**src/rtl/hex_refresh_ctrl.sv**
```systemverilog
// rtl/hex_refresh_ctrl.sv - refresh scheduler time-sharing one 7-segment decoder across digits
// Optional digit blinking is compiled in with `define BLINK_EN.
module hex_refresh_ctrl #(
    parameter int NUM_DIGITS   = 4,
    parameter int TICK_DIV     = 50000,
    parameter int BLINK_PASSES = 64
) (
    input  logic                    clk,
    input  logic                    rst_n,
    input  logic                    wr_en,
    input  logic [2:0]              wr_addr,
    input  logic [3:0]              wr_data,
    input  logic                    wr_on,
    input  logic                    refresh_req,
`ifdef BLINK_EN
    input  logic [NUM_DIGITS-1:0]   blink_mask,
`endif
    output logic                    dec_en,
    output logic [3:0]              dec_x,
    input  logic [6:0]              dec_y,
    output logic [7*NUM_DIGITS-1:0] hex_flat,
    output logic                    busy,
    output logic                    pass_done
);
    localparam int IW    = (NUM_DIGITS > 1) ? $clog2(NUM_DIGITS) : 1;
    localparam int DEPTH = 1 << IW;
    localparam int PW    = $clog2(TICK_DIV);
    localparam logic [3:0]    ND_LIMIT = 4'(NUM_DIGITS);
    localparam logic [IW-1:0] LAST_IDX = IW'(NUM_DIGITS - 1);
    localparam logic [PW-1:0] TICK_MAX = PW'(TICK_DIV - 1);

    typedef enum logic [1:0] {IDLE, ISSUE, CAPTURE, DONE} state_t;
    state_t state, state_n;

    logic [PW-1:0]    presc;
    logic [IW-1:0]    idx;
    logic             pending;
    logic             tick;
    logic             trig;
    logic             wr_hit;
    logic             start;
    logic             blank_gate;
    logic [3:0]       val_r [DEPTH];
    logic [DEPTH-1:0] on_r;

    assign tick      = (presc == TICK_MAX);
    assign trig      = tick | refresh_req;
    assign wr_hit    = wr_en && ({1'b0, wr_addr} < ND_LIMIT);
    assign busy      = (state != IDLE);
    assign pass_done = (state == DONE);
    // A pass begins either from IDLE or chained directly off DONE; both consume pending.
    assign start     = (state_n == ISSUE) && ((state == IDLE) || (state == DONE));

`ifdef BLINK_EN
    localparam int BW = (BLINK_PASSES > 1) ? $clog2(BLINK_PASSES) : 1;
    localparam logic [BW-1:0] BLINK_MAX = BW'(BLINK_PASSES - 1);

    logic [BW-1:0]    blink_cnt;
    logic             blink_phase;
    logic [DEPTH-1:0] mask_ext;

    assign mask_ext   = DEPTH'(blink_mask);
    assign blank_gate = blink_phase & mask_ext[idx];

    always_ff @(posedge clk or negedge rst_n) begin
        if (!rst_n) begin
            blink_cnt   <= '0;
            blink_phase <= 1'b0;
        end else if (pass_done) begin
            if (blink_cnt == BLINK_MAX) begin
                blink_cnt   <= '0;
                blink_phase <= ~blink_phase;
            end else begin
                blink_cnt <= blink_cnt + 1'b1;
            end
        end
    end
`else
    assign blank_gate = 1'b0;
`endif

    always_comb begin
        state_n = state;
        case (state)
            IDLE:    if (trig || pending) state_n = ISSUE;
            ISSUE:   state_n = CAPTURE;
            CAPTURE: state_n = (idx == LAST_IDX) ? DONE : ISSUE;
            DONE:    state_n = (trig || pending) ? ISSUE : IDLE;
            default: state_n = IDLE;
        endcase
    end

    always_ff @(posedge clk or negedge rst_n) begin
        if (!rst_n) begin
            state    <= IDLE;
            presc    <= '0;
            idx      <= '0;
            pending  <= 1'b0;
            dec_en   <= 1'b0;
            dec_x    <= '0;
            hex_flat <= '1;
            on_r     <= '0;
            for (int i = 0; i < DEPTH; i++) val_r[i] <= '0;
        end else begin
            state <= state_n;
            presc <= tick ? '0 : presc + 1'b1;

            if (start)
                pending <= 1'b0;
            else if (trig && busy)
                pending <= 1'b1;

            if (start)
                idx <= '0;
            else if (state == CAPTURE && state_n == ISSUE)
                idx <= idx + 1'b1;

            // Registered so the decoder settles during CAPTURE; reads pre-write storage.
            if (state == ISSUE) begin
                dec_x  <= val_r[idx];
                dec_en <= on_r[idx] & ~blank_gate;
            end else if (state == DONE) begin
                dec_en <= 1'b0;
            end

            if (state == CAPTURE) begin
                for (int i = 0; i < NUM_DIGITS; i++)
                    if (idx == IW'(i)) hex_flat[7*i +: 7] <= dec_y;
            end

            if (wr_hit) begin
                val_r[wr_addr[IW-1:0]] <= wr_data;
                on_r[wr_addr[IW-1:0]]  <= wr_on;
            end
        end
    end
endmodule

```
**config.mk**
```make
export PLATFORM = sky130hd
export DESIGN_NAME = hex_refresh_ctrl
export DESIGN_NICKNAME = d
export VERILOG_FILES = /design/src/rtl/hex_refresh_ctrl.sv
export SDC_FILE = /design/constraint.sdc
export NUM_CORES = 1
export LEC_CHECK = 0
export ABC_AREA = 1
export ABC_CLOCK_PERIOD_IN_PS = 2080
export BUFFER_PORTS_ARGS = -buffer_cell sky130_fd_sc_hd__buf_2
export CELL_PAD_IN_SITES_DETAIL_PLACEMENT = 1
export CELL_PAD_IN_SITES_GLOBAL_PLACEMENT = 1
export CORE_UTILIZATION = 42
export CTS_CLUSTER_SIZE = 24
export DETAILED_ROUTE_END_ITERATION = 8
export PLACE_DENSITY_LB_ADDON = 0.1
export SLEW_MARGIN = 10
export SYNTH_ARGS = -nofsm -noshare
export SYNTH_HDL_FRONTEND = slang
export SYNTH_SLANG_ARGS = --single-unit
export TNS_END_PERCENT = 10
```
**constraint.sdc**
```tcl
create_clock -name clk -period 2.08 [get_ports clk]
set_clock_uncertainty 0.2 [all_clocks]
set_input_delay 0.208 -clock clk [delete_from_list [all_inputs] [get_ports clk]]
set_output_delay 0.208 -clock clk [all_outputs]
set_load 0.005 [all_outputs]
```
# Word level (Yosys, flattened, before mapping)

Cells that the tools add are included.

Input port bits: 19
Word-level logic and storage cells: 75
Latch bits: 0
Memory bits (read-only): 0
Output and inout port bits: 35
Register bits after elaboration: 74
Memories kept: 0
RAM bits: 0

Reduce and logical (&&, ||, !) cells: 18
Muxes and demuxes: 22
Shift-type cells: 0
Multiply operators: 0
Bitwise gates (word level): 3
Divide/modulo/power cells: 0
Magnitude comparators: 7
Eq/ne operators: 8
$add $sub $neg: 2

Operators with widths:

| kind                    | number |
|---|---|
| $add A16 B1 Y16 const B | 1 |
| $bwmux W16              | 1 |
| $eq A16 B16 Y1 const B  | 1 |
| $mux W16                | 1 |
| $mux W4                 | 3 |
| $bmux W4 S2             | 1 |
| $demux W4 S2            | 1 |
| $eq A2 B2 Y1 const B    | 4 |
| $mux W2                 | 4 |
| $pmux W2 S4             | 1 |
| $reduce_and A2 Y1       | 4 |
| $reduce_bool A2 Y1      | 4 |
| $mux W1                 | 7 |
| $eq A2 B1 Y1 const B    | 3 |
| $ge A3 B3 Y1 const B    | 2 |
| $logic_and A1 B1 Y1     | 6 |
| $lt A2 B3 Y1 const B    | 2 |
| $not A2 Y3              | 2 |
| $bwmux W4               | 1 |
| $logic_not A2 Y1        | 2 |
| $lt A3 B1 Y1 const B    | 1 |
| $lt A3 B3 Y1 const B    | 1 |
| $add A2 B1 Y2 const B   | 1 |
| $bmux W1 S2             | 1 |
| 4 further kinds         | 5 |

# Longest topological paths before layout

Gate-level depths: netlist of the first run.

Word-level depth: 9
Depth in mapped cells: 12

# Least setup slack after synthesis of the first run

OpenSTA, ideal clock, no wires.

Path type: reg-to-reg
Start point: reg presc[0]
End point: reg presc[12]
Cell stages (with the launch flop): 13
Path buffers: 0
Arrival: 1395 ps
Slack: 367 ps
Setup time: 118 ps
Path through: dfrtp_1 -> ha_1 -> nand3_2 -> inv_2 -> nand3_2 -> nor2_2 -> nand2_1 -> nor2_2 -> nand2_2 -> inv_2 -> nand2_2 -> xor2_1 -> inv_1

Word-level cells in the longest chain between the ends: 2
Elaborated cells on any way between the ends: 3

RTL lines:

| what                                              | RTL line | source |
|---|---|---|
| start, declared                                   | 35       | `logic [PW-1:0] presc;` |
| start signal, assigned                            | 106      | `presc <= tick ? '0 : presc + 1'b1;` |
| $add A16 B1 Y16 or $eq A16 B16 Y1 (tied branches) | 106, 46  |  |
| $mux W16 (*)                                      | 106      |  |

Every way passes the cells marked *; elsewhere a longest branch is shown, timed or not.
A chain may end at the register's enable or synchronous reset.

# Worst setup path in the final report of the first run

Ends and elaborated chain as after synthesis.

==> results of run 1 <==
-- metal layers --
metal / global-route usage [%] / share of wire (%) / wire length, um
met3: 3.52 / 2.0 / 169
met2: 38.7 / 53 / 4440
met5: 0 / 0 / 0
met1: 26.8 / 43 / 3550
met4: 8.86 / 2.0 / 164
-- worst register-to-register path, cell delays in order (launching register included) --
cell and delay [ps]:
dfrtp_1 420, ha_4 160, nand3_2 120, inv_2 90, nand3_2 90, nor2_2 130, nand2_1 90, nor2_2 120
nand2_2 80, inv_2 70, nand2_2 40, xor2_1 130, inv_1 50
-- worst paths after layout --
kind	cells past startpoint	startpoint	to
worst max-delay path	12	presc[0]$_DFF_PN0_	presc[12]$_DFF_PN0_
worst min-delay path	4	refresh_req	state[1]$_DFF_PN0_
worst max register to register	12	presc[0]$_DFF_PN0_	presc[12]$_DFF_PN0_
worst min register to register	2	val_r[1]$_DFFE_PN0P_	val_r[1]$_DFFE_PN0P_
max in group asynchronous	3	rst_n	hex_flat[17]$_DFFE_PN1P_
min in group asynchronous	3	rst_n	presc[0]$_DFF_PN0_
-- report_power, final --
part           leakage [nW]  internal [mW]  switching, mW  total [mW]
Combinational          1.12          0.784           1.01        1.79
Sequential            0.873           2.09          0.275        2.37
Clock                0.0974          0.546          0.524        1.07
Total                  2.09           3.42           1.81        5.23
-- cells by family after synthesis --
kind of cell | share of synthesized area, %
AOI/OAI and AO/OA | 12.4
xor gates and xnor gates | 1.30
adders and majority gates | 3.35
buffers and inverters | 6.25
DFF | 56.1
and+or+nand+nor | 20.5
-- metrics by stage --
stage,power [mW],hold slack (ps)
6_report,5.23,85.9
5_1_grt,5.66,101
4_1_cts,5.32,92.1
3_5_place_dp,4.20,82.8
3_3_place_gp,4.11,76.2
2_1_floorplan,3.37,-288
-- flip-flops by register name (all words and copies together), names as in the netlist --
name      count
dec_en        1
dec_x         4
hex_flat     28
idx           2
on_r          4
pending       1
presc        16
state         2
val_r        16
-- layout by cell type (no fill, tap or decap), types with 2 or more instances in the layout --
master,count
a21oi_1,5
a21oi_2,2
a31oi_1,6
buf_12,2
buf_2,53
buf_4,10
clkbuf_8,9
clkinv_1,2
clkinv_2,3
dfrtp_1,46
dfstp_2,28
dlygate4sd3_1,13
ha_1,8
inv_1,45
inv_2,3
nand2_1,83
nand2_2,3
nand3_1,10
nand3_2,3
nand4_1,7
nor2_1,39
nor2_2,5
nor3_1,3
o21ai_0,62
xor2_1,4
-- timing repair --
action,4_1_cts,5_1_grt
setup endpoints to repair,0,1
setup buffers,0,0
gates resized for setup,0,2
hold buffers,13,0
hold endpoints to repair,88,0
-- cell type report --
class | instances | area, um2
clock inverter | 6 | 57.6
sequential | 74 | 1890
timing repair buffer | 78 | 510
inverter | 49 | 184
tap | 102 | 128
multi-input combinational | 249 | 1280
fill | 933 | 3560
clock buffer | 10 | 128
==> flow_metrics.tcl, run 1 <==
set metrics [dict create \
    status "completed" \
    fin_crit_sh_pct 92.1 \
    path_cells "ha_4 > nand3_2 > inv_2 > nand3_2 > nor2_2 > nand2_1 > nor2_2 > nand2_2 > inv_2 > nand2_2 > xor2_1 > inv_1" \
    vias_per_cell 4.97 \
    cp_max_fo 4 \
    p_leak_nw 2.09 \
    drtAntennaViolNets 0 \
    nets 489 \
    avgSynthCellArea_um2 8.87 \
    drt-pass1-iter-count 4 \
    overflow 0 \
    syn_area_um2 3360 \
    synth_edf_count 0 \
    tightest_slew_ps 415 \
    drt_iter0_markers 114 \
    clock_path_buffers 2 \
    slowest_delay_ps 420 \
    wl_per_cell_um 14.6 \
    critPathLaunchType "flip-flop" \
    slew_viol_final 0 \
    die-area_um2 8360 \
    synth_top_area_share_pct 34.3 \
    worst-path-buf-inv 3 \
    tns_ps 0 \
    dp_hpwl_um 5960 \
    synth_top_area_cell "dfrtp_1" \
    rrSetupSlack_ps 160 \
    clock_sinks 74 \
    syn_nets 407 \
    grt_pass1_wl_um 14400 \
    area_growth_pct 24.1 \
    max_freq_ghz 0.522 \
    ios 54 \
    rsz0062_at_grt "no" \
    synthFlopType "dfrtp_1" \
    crit_family "simple AND/OR/NAND/NOR gates" \
    diodes 0 \
    die_h_um 91.5 \
    cp.required_ps 2110 \
    synth_most_common_cell "nand2_1" \
    placement.io_buffers 53 \
    core.rowCount 32 \
    ys_seq_elements 74 \
    max-cap-violations 0 \
    holdCritPathClass "in -> reg" \
    synth_cell_types 28 \
    cts_buffers 9 \
    vias 2823 \
    worstSkewPairLatency_ps 350 \
    htree_levels 3 \
    antenna_found_initial 0 \
    synthTopCellsByArea "dfrtp_1 (34%), dfstp_2 (22%), nand2_1 (9.3%)" \
    fp.dieW_um 91.5 \
    post-route-util_pct 54.0 \
    dp_cells 539 \
    floorplan.initialDensity_pct 43.5 \
    slew_headroom_pct 72.2 \
    dp_slack_ps 171 \
    vdd_ir_drop_max_uv 543 \
    p_per_area_nw_per_um2 1250 \
    synth_commonest_cells "nand2_1 (83), o21ai_0 (62), dfrtp_1 (46), inv_1 (45), nor2_1 (39)" \
    arrival_ps 1950 \
    setup_ws_ps 165 \
    synthArstFlopShare_pct 100 \
    track_usage_pct 22.0 \
    drcViolationCount 0 \
    period_needed_ps 1920 \
    grt_max_degree 75 \
    drive_gt1_share_pct 27.5 \
    core_um2 7730 \
    final_area_um2 4170 \
    root_buffer "clkbuf_8" \
    clk_pin_slew_worst_paths_ps 80 \
    finalHoldViolCount 0 \
    setup_viol_count_final 0 \
    grt_pass1_vias 2998 \
    cts_tree "built" \
    worstSetupPathType "reg -> reg" \
    yosysWarnings 0 \
    postRouteWirelength_um 8320 \
    fin_cells 568 \
    synth-seq-area-share_pct 56.1 \
    end_kind "flip-flop" \
    place_area_um2 3840 \
    place.gp.congestion 0.811 \
    syn-instance-count 379 \
    slowest_stage "dfrtp_1" \
]
Power figures use the tool's default switching activity.
==> inputs of run 2 (changes only) <==
--- a/config.mk
+++ b/config.mk
@@ -8,12 +8,13 @@
 export ABC_AREA = 1
 export ABC_CLOCK_PERIOD_IN_PS = 2080
 export BUFFER_PORTS_ARGS = -buffer_cell sky130_fd_sc_hd__buf_2
+export CAP_MARGIN = 20
 export CELL_PAD_IN_SITES_DETAIL_PLACEMENT = 1
 export CELL_PAD_IN_SITES_GLOBAL_PLACEMENT = 1
 export CORE_UTILIZATION = 42
 export CTS_CLUSTER_SIZE = 24
 export DETAILED_ROUTE_END_ITERATION = 8
-export PLACE_DENSITY_LB_ADDON = 0.1
+export PLACE_DENSITY = 0.86
 export SLEW_MARGIN = 10
 export SYNTH_ARGS = -nofsm -noshare
 export SYNTH_HDL_FRONTEND = slang
==> flow_metrics.tcl, run 2 (same netlist as run 1, synthesis figures left out) <==
set metrics [dict create \
    status "completed" \
    core.rowCount 32 \
    p_sw_share_pct 38.1 \
    crit_family "simple AND/OR/NAND/NOR gates" \
    fp.dieW_um 91.5 \
    period_needed_ps 1970 \
    postRouteWirelength_um 9380 \
    wl_per_cell_um 16.6 \
    worstSkewPairLatency_ps 350 \
    arrival_ps 2010 \
    floorplan.initialDensity_pct 43.5 \
    max_freq_ghz 0.509 \
    wl_met2_um 4840 \
    clock_path_buffers 2 \
    netSwitchingPower_mw 2.04 \
    vias 2922 \
    slowest_stage "dfrtp_1" \
    top_layer "met4" \
    dp_hpwl_um 6310 \
    p_clk_share_pct 19.0 \
    cp_max_fo 8 \
    wl_met3_um 271 \
    drive_gt1_share_pct 27.6 \
    placement.io_buffers 53 \
    place.gp.congestion 0.870 \
    critPathLaunchType "flip-flop" \
    dp_slack_ps 183 \
    drcViolationCount 0 \
    finalHoldViolCount 0 \
    area_growth_pct 23.2 \
    track_usage_pct 23.9 \
    path_cells "nor2_2 > nand2_1 > nor2_1 > nand2_2 > nand3_2 > a21oi_2 > nor2_4 > nand4_1 > nand2_1 > inv_1" \
    setup_viol_count_final 0 \
    slew_viol_final 0 \
    crit_top_cell "nand2_1" \
    drt-met1-wl_um 4040 \
    cp.required_ps 2120 \
    layout_commonest_cell "nand2_1" \
    post-route-util_pct 53.6 \
    p_leak_nw 2.07 \
    max-cap-violations 0 \
    pwr-share-comb_pct 36.0 \
    holdCritPathClass "in -> reg" \
    core_um2 7730 \
    top_regs "hex_flat: 28 flops, presc: 16 flops, val_r: 16 flops" \
    cellInternalPower_mw 3.32 \
    final_cell_mix "nand2_1 (83), o21ai_0 (62), buf_2 (53)" \
    cts_tree "built" \
    grt_pass1_wl_um 15400 \
    end_kind "flip-flop" \
    cts_buffers 9 \
    worst-path-buf-inv 1 \
    vias_per_cell 5.16 \
    drtAntennaViolNets 0 \
    fin_crit_sh_pct 94.5 \
    overflow 0 \
    antenna_found_initial 0 \
    p_per_area_nw_per_um2 1290 \
    slowest_delay_ps 460 \
    grt_max_degree 75 \
    die_h_um 91.5 \
    grt_pass1_vias 3151 \
    drt_iter0_markers 146 \
    power.share.sequential_pct 44.9 \
    largest_reg_flops 28 \
    diodes 0 \
    vdd_ir_drop_max_uv 627 \
    clock_sinks 74 \
    clk_pin_slew_worst_paths_ps 90 \
    nets 487 \
    root_buffer "clkbuf_8" \
    die-area_um2 8360 \
    slew_headroom_pct 68.7 \
    ios 54 \
    tightest_slew_ps 467 \
    htree_levels 3 \
    max_flop_register "hex_flat" \
    drt-pass1-iter-count 5 \
    setup_ws_ps 114 \
    worstSetupPathType "reg -> reg" \
]
run 2: final cells by class:
cell class | instances | area [um2]
fill | 930 | 3590
timing repair buffer | 76 | 483
inverter | 49 | 184
clock inverter | 7 | 50.0
clock buffer | 9 | 124
tap | 102 | 128
sequential | 74 | 1890
multi-input combinational | 249 | 1280
run 2: metal layers:
layer	global-route usage (%)	vias to the layer above
li1	-	1382
met3	3.27	21
met1	29.1	1452
met2	42.0	67
met4	10.6	0
met5	0	-
run 2: worst register-to-register path, cell delays in order (launching register included):
cell	delay, ps
dfrtp_1	460
nor2_2	190
nand2_1	70
nor2_1	170
nand2_2	160
nand3_2	140
a21oi_2	80
nor2_4	130
nand4_1	110
nand2_1	90
inv_1	60
run 2: per-stage QoR:
stage | std cells | total power [mW] | hold WS, ps | instance area [um2] | TNS [ps]
global placement | 536 | 4.09 | 62.9 | 3810 | 0
detailed placement | 536 | 4.26 | 69.5 | 3810 | 0
floorplan | 379 | 3.37 | -288 | 3360 | 0
finish | 566 | 5.36 | 57.2 | 4140 | 0
CTS | 565 | 5.32 | 65.1 | 4110 | 0
global route | 566 | 5.68 | 84.8 | 4140 | -9.54
run 2: final timing paths:
kind	startpoint	end	slack [ps]	depth (start not counted)
worst max-delay path	presc[4]$_DFF_PN0_	idx[0]$_DFFE_PN0P_	110	10
worst min-delay path	refresh_req	state[1]$_DFF_PN0_	60	4
worst max register to register	presc[4]$_DFF_PN0_	idx[0]$_DFFE_PN0P_	110	10
worst min register to register	val_r[3]$_DFFE_PN0P_	val_r[3]$_DFFE_PN0P_	290	2
max in group asynchronous	rst_n	hex_flat[7]$_DFFE_PN1P_	1110	3
min in group asynchronous	rst_n	presc[4]$_DFF_PN0_	200	3
run 2: power by group through the flow:
stage | Sequential [mW] | Clock, mW | Combinational [mW]
floorplan | 2.38 | 0 | 0.986
global placement | 2.38 | 0 | 1.71
CTS | 2.39 | 1.03 | 1.90
global route | 2.45 | 1.10 | 2.13
detailed placement | 2.41 | 0 | 1.85
finish | 2.41 | 1.02 | 1.93
run 2: repair_timing:
item                                    CTS  global route
hold buffers                             13             0
hold endpoints to repair                 88             0
resized for setup                         0             3
endpoints found under the setup margin    0             2
buffers inserted                          0             1
==> inputs of run 3 (changes only) <==
--- a/config.mk
+++ b/config.mk
@@ -6,15 +6,15 @@
 export NUM_CORES = 1
 export LEC_CHECK = 0
 export ABC_AREA = 1
-export ABC_CLOCK_PERIOD_IN_PS = 2080
+export ABC_CLOCK_PERIOD_IN_PS = 1700
 export BUFFER_PORTS_ARGS = -buffer_cell sky130_fd_sc_hd__buf_2
 export CAP_MARGIN = 20
 export CELL_PAD_IN_SITES_DETAIL_PLACEMENT = 1
 export CELL_PAD_IN_SITES_GLOBAL_PLACEMENT = 1
-export CORE_UTILIZATION = 42
+export CORE_UTILIZATION = 38
 export CTS_CLUSTER_SIZE = 24
 export DETAILED_ROUTE_END_ITERATION = 8
-export PLACE_DENSITY = 0.86
+export PLACE_DENSITY = 0.84
 export SLEW_MARGIN = 10
 export SYNTH_ARGS = -nofsm -noshare
 export SYNTH_HDL_FRONTEND = slang
==> constraint.sdc (replaced) <==
create_clock -name clk -period 1.7 [get_ports clk]
set_clock_uncertainty 0.2 [all_clocks]
set_input_delay 0.34 -clock clk [delete_from_list [all_inputs] [get_ports clk]]
set_output_delay 0.34 -clock clk [all_outputs]
set_load 0.005 [all_outputs]
==> flow_metrics.tcl, run 3 (same netlist as run 1, synthesis figures left out) <==
set metrics [dict create \
    status "finished, violations left" \
    violations "setup timing" \
    post-route-util_pct 52.2 \
    arrival_ps 1880 \
    fp.dieW_um 96.0 \
    overflow 0 \
    vdd_ir_drop_max_uv 937 \
    antenna_found_initial 0 \
    cts_tree "built" \
    max-cap-violations 0 \
    htree_levels 3 \
    floorplan.initialDensity_pct 40.1 \
    grt_pass1_vias 3230 \
    nets 506 \
    final_cell_mix "nand2_1 (76), o21ai_0 (61), buf_2 (53)" \
    cts_buffers 9 \
    tightest_slew_ps 409 \
    p_leak_nw 2.21 \
    diodes 0 \
    multi_input_area_um2 1380 \
    track_usage_pct 22.2 \
    finalHoldViolCount 0 \
    vias_per_cell 5.00 \
    slew_headroom_pct 72.7 \
    worstSetupPathType "reg -> reg" \
    grt_pass1_wl_um 15400 \
    max_flop_register "hex_flat" \
    p_per_area_nw_per_um2 1530 \
    register_area_um2 1890 \
    top_regs "hex_flat: 28 flops, presc: 16 flops, val_r: 16 flops" \
    place.gp.congestion 0.870 \
    postRouteWirelength_um 9290 \
    ios 54 \
    cp_max_fo 4 \
    layout_commonest_cell "nand2_1" \
    core_um2 8380 \
    root_buffer "clkbuf_8" \
    rsz0062_at_grt "yes" \
    period_needed_ps 1840 \
    dp_hpwl_um 6470 \
    placement.io_buffers 53 \
    clk_pin_slew_worst_paths_ps 80 \
    critPathLaunchType "flip-flop" \
    vias 2942 \
    die_h_um 96.0 \
    grt_max_degree 75 \
    drcViolationCount 0 \
    area_growth_pct 30.2 \
    top_layer "met4" \
    drt_iter0_markers 72 \
    worstSkewPairLatency_ps 350 \
    drt-pass1-iter-count 4 \
    holdCritPathClass "in -> reg" \
    core.rowCount 33 \
    drive_gt1_share_pct 37.1 \
    fin_crit_sh_pct 108 \
    die-area_um2 9220 \
    setup_ws_ps -137 \
    setup_viol_count_final 11 \
    largest_reg_flops 28 \
    clock_sinks 74 \
    nFillCells 1007 \
    cp.required_ps 1740 \
    drt-met1-wl_um 3890 \
    wl_met2_um 4960 \
    hold_ws_ps 81.8 \
    max_freq_ghz 0.544 \
    drtAntennaViolNets 0 \
    end_kind "flip-flop" \
    clock_path_buffers 2 \
    slew_viol_final 0 \
    wl_per_cell_um 15.8 \
    wl_met3_um 276 \
]
==> run 3: cell count changes in the layout (fill, tap and decap cells not counted), moves of 4 or more <==
| cell | before | now |
|---|---|---|
| nor2_1 | 39 | 34 |
| dlygate4sd3_1 | 13 | 1 |
| nor2_4 | 1 | 6 |
| nand2_2 | 3 | 8 |
| ha_2 | 0 | 4 |
| buf_4 | 9 | 40 |
| nand2_1 | 83 | 76 |
==> run 3: stage by stage <==
step / total power, mW / cell area [um2] / instances / setup slack, ps / TNS [ps]
floorplan: 4.12 / 3360 / 379 / -7.30 / -7.30
global placement: 5.06 / 4010 / 565 / -42.1 / -42.8
detailed placement: 5.24 / 4010 / 565 / -177 / -957
CTS: 6.70 / 4270 / 583 / -143 / -747
global route: 7.19 / 4370 / 588 / -251 / -2130
finish: 6.69 / 4370 / 588 / -137 / -872
==> run 3: final timing paths <==
kind	from	endpoint	slack (ps)	cells past startpoint
setup / recovery	presc[0]$_DFF_PN0_	presc[12]$_DFF_PN0_	-140	12
hold / removal	dec_y[4]	hex_flat[25]$_DFFE_PN1P_	80	3
setup reg to reg	presc[0]$_DFF_PN0_	presc[12]$_DFF_PN0_	-140	12
hold reg to reg	val_r[8]$_DFFE_PN0P_	val_r[8]$_DFFE_PN0P_	290	2
max in group asynchronous	rst_n	hex_flat[24]$_DFFE_PN1P_	610	3
min in group asynchronous	rst_n	presc[6]$_DFF_PN0_	340	3
==> run 3: layer usage <==
layer / global-route usage (%) / vias up
li1: - / 1416
met1: 25.5 / 1461
met2: 40.5 / 49
met3: 5.37 / 16
met4: 6.47 / 0
met5: 0 / -
==> run 3: layout make-up <==
type                    instances  share of cell area, %
inverters                      49                   4.20
repair buffers                 95                   13.6
well taps                     105                   3.00
flip-flops and latches         74                   43.2
clock inverters                 6                   1.49
clock buffers                  10                   2.92
multi-input cells             249                   31.6
==> run 3: report_power, final <==
group	internal (mW)	leakage, nW	switching, mW
clock	0.681	0.0966	0.677
sequential	2.56	0.871	0.312
combinational	1.04	1.24	1.41
==> run 3: critical path: stages (launching register included) <==
cell     delay (ps)
dfrtp_1         360
ha_2            210
nand3_4         100
inv_2            80
nand3_2         100
nor2_4          110
nand2_2          80
nor2_4          100
nand2_2          70
inv_2            60
nand2_2          50
xor2_1          140
inv_1            60
==> run 3: repair_timing <==
action                                  4_1_cts  5_1_grt
gates resized for setup                      15       19
pin swaps                                     0        5
setup buffers                                 1        5
hold buffers                                  1        0
endpoints found under the setup margin       27       26
hold endpoints to repair                     46        0
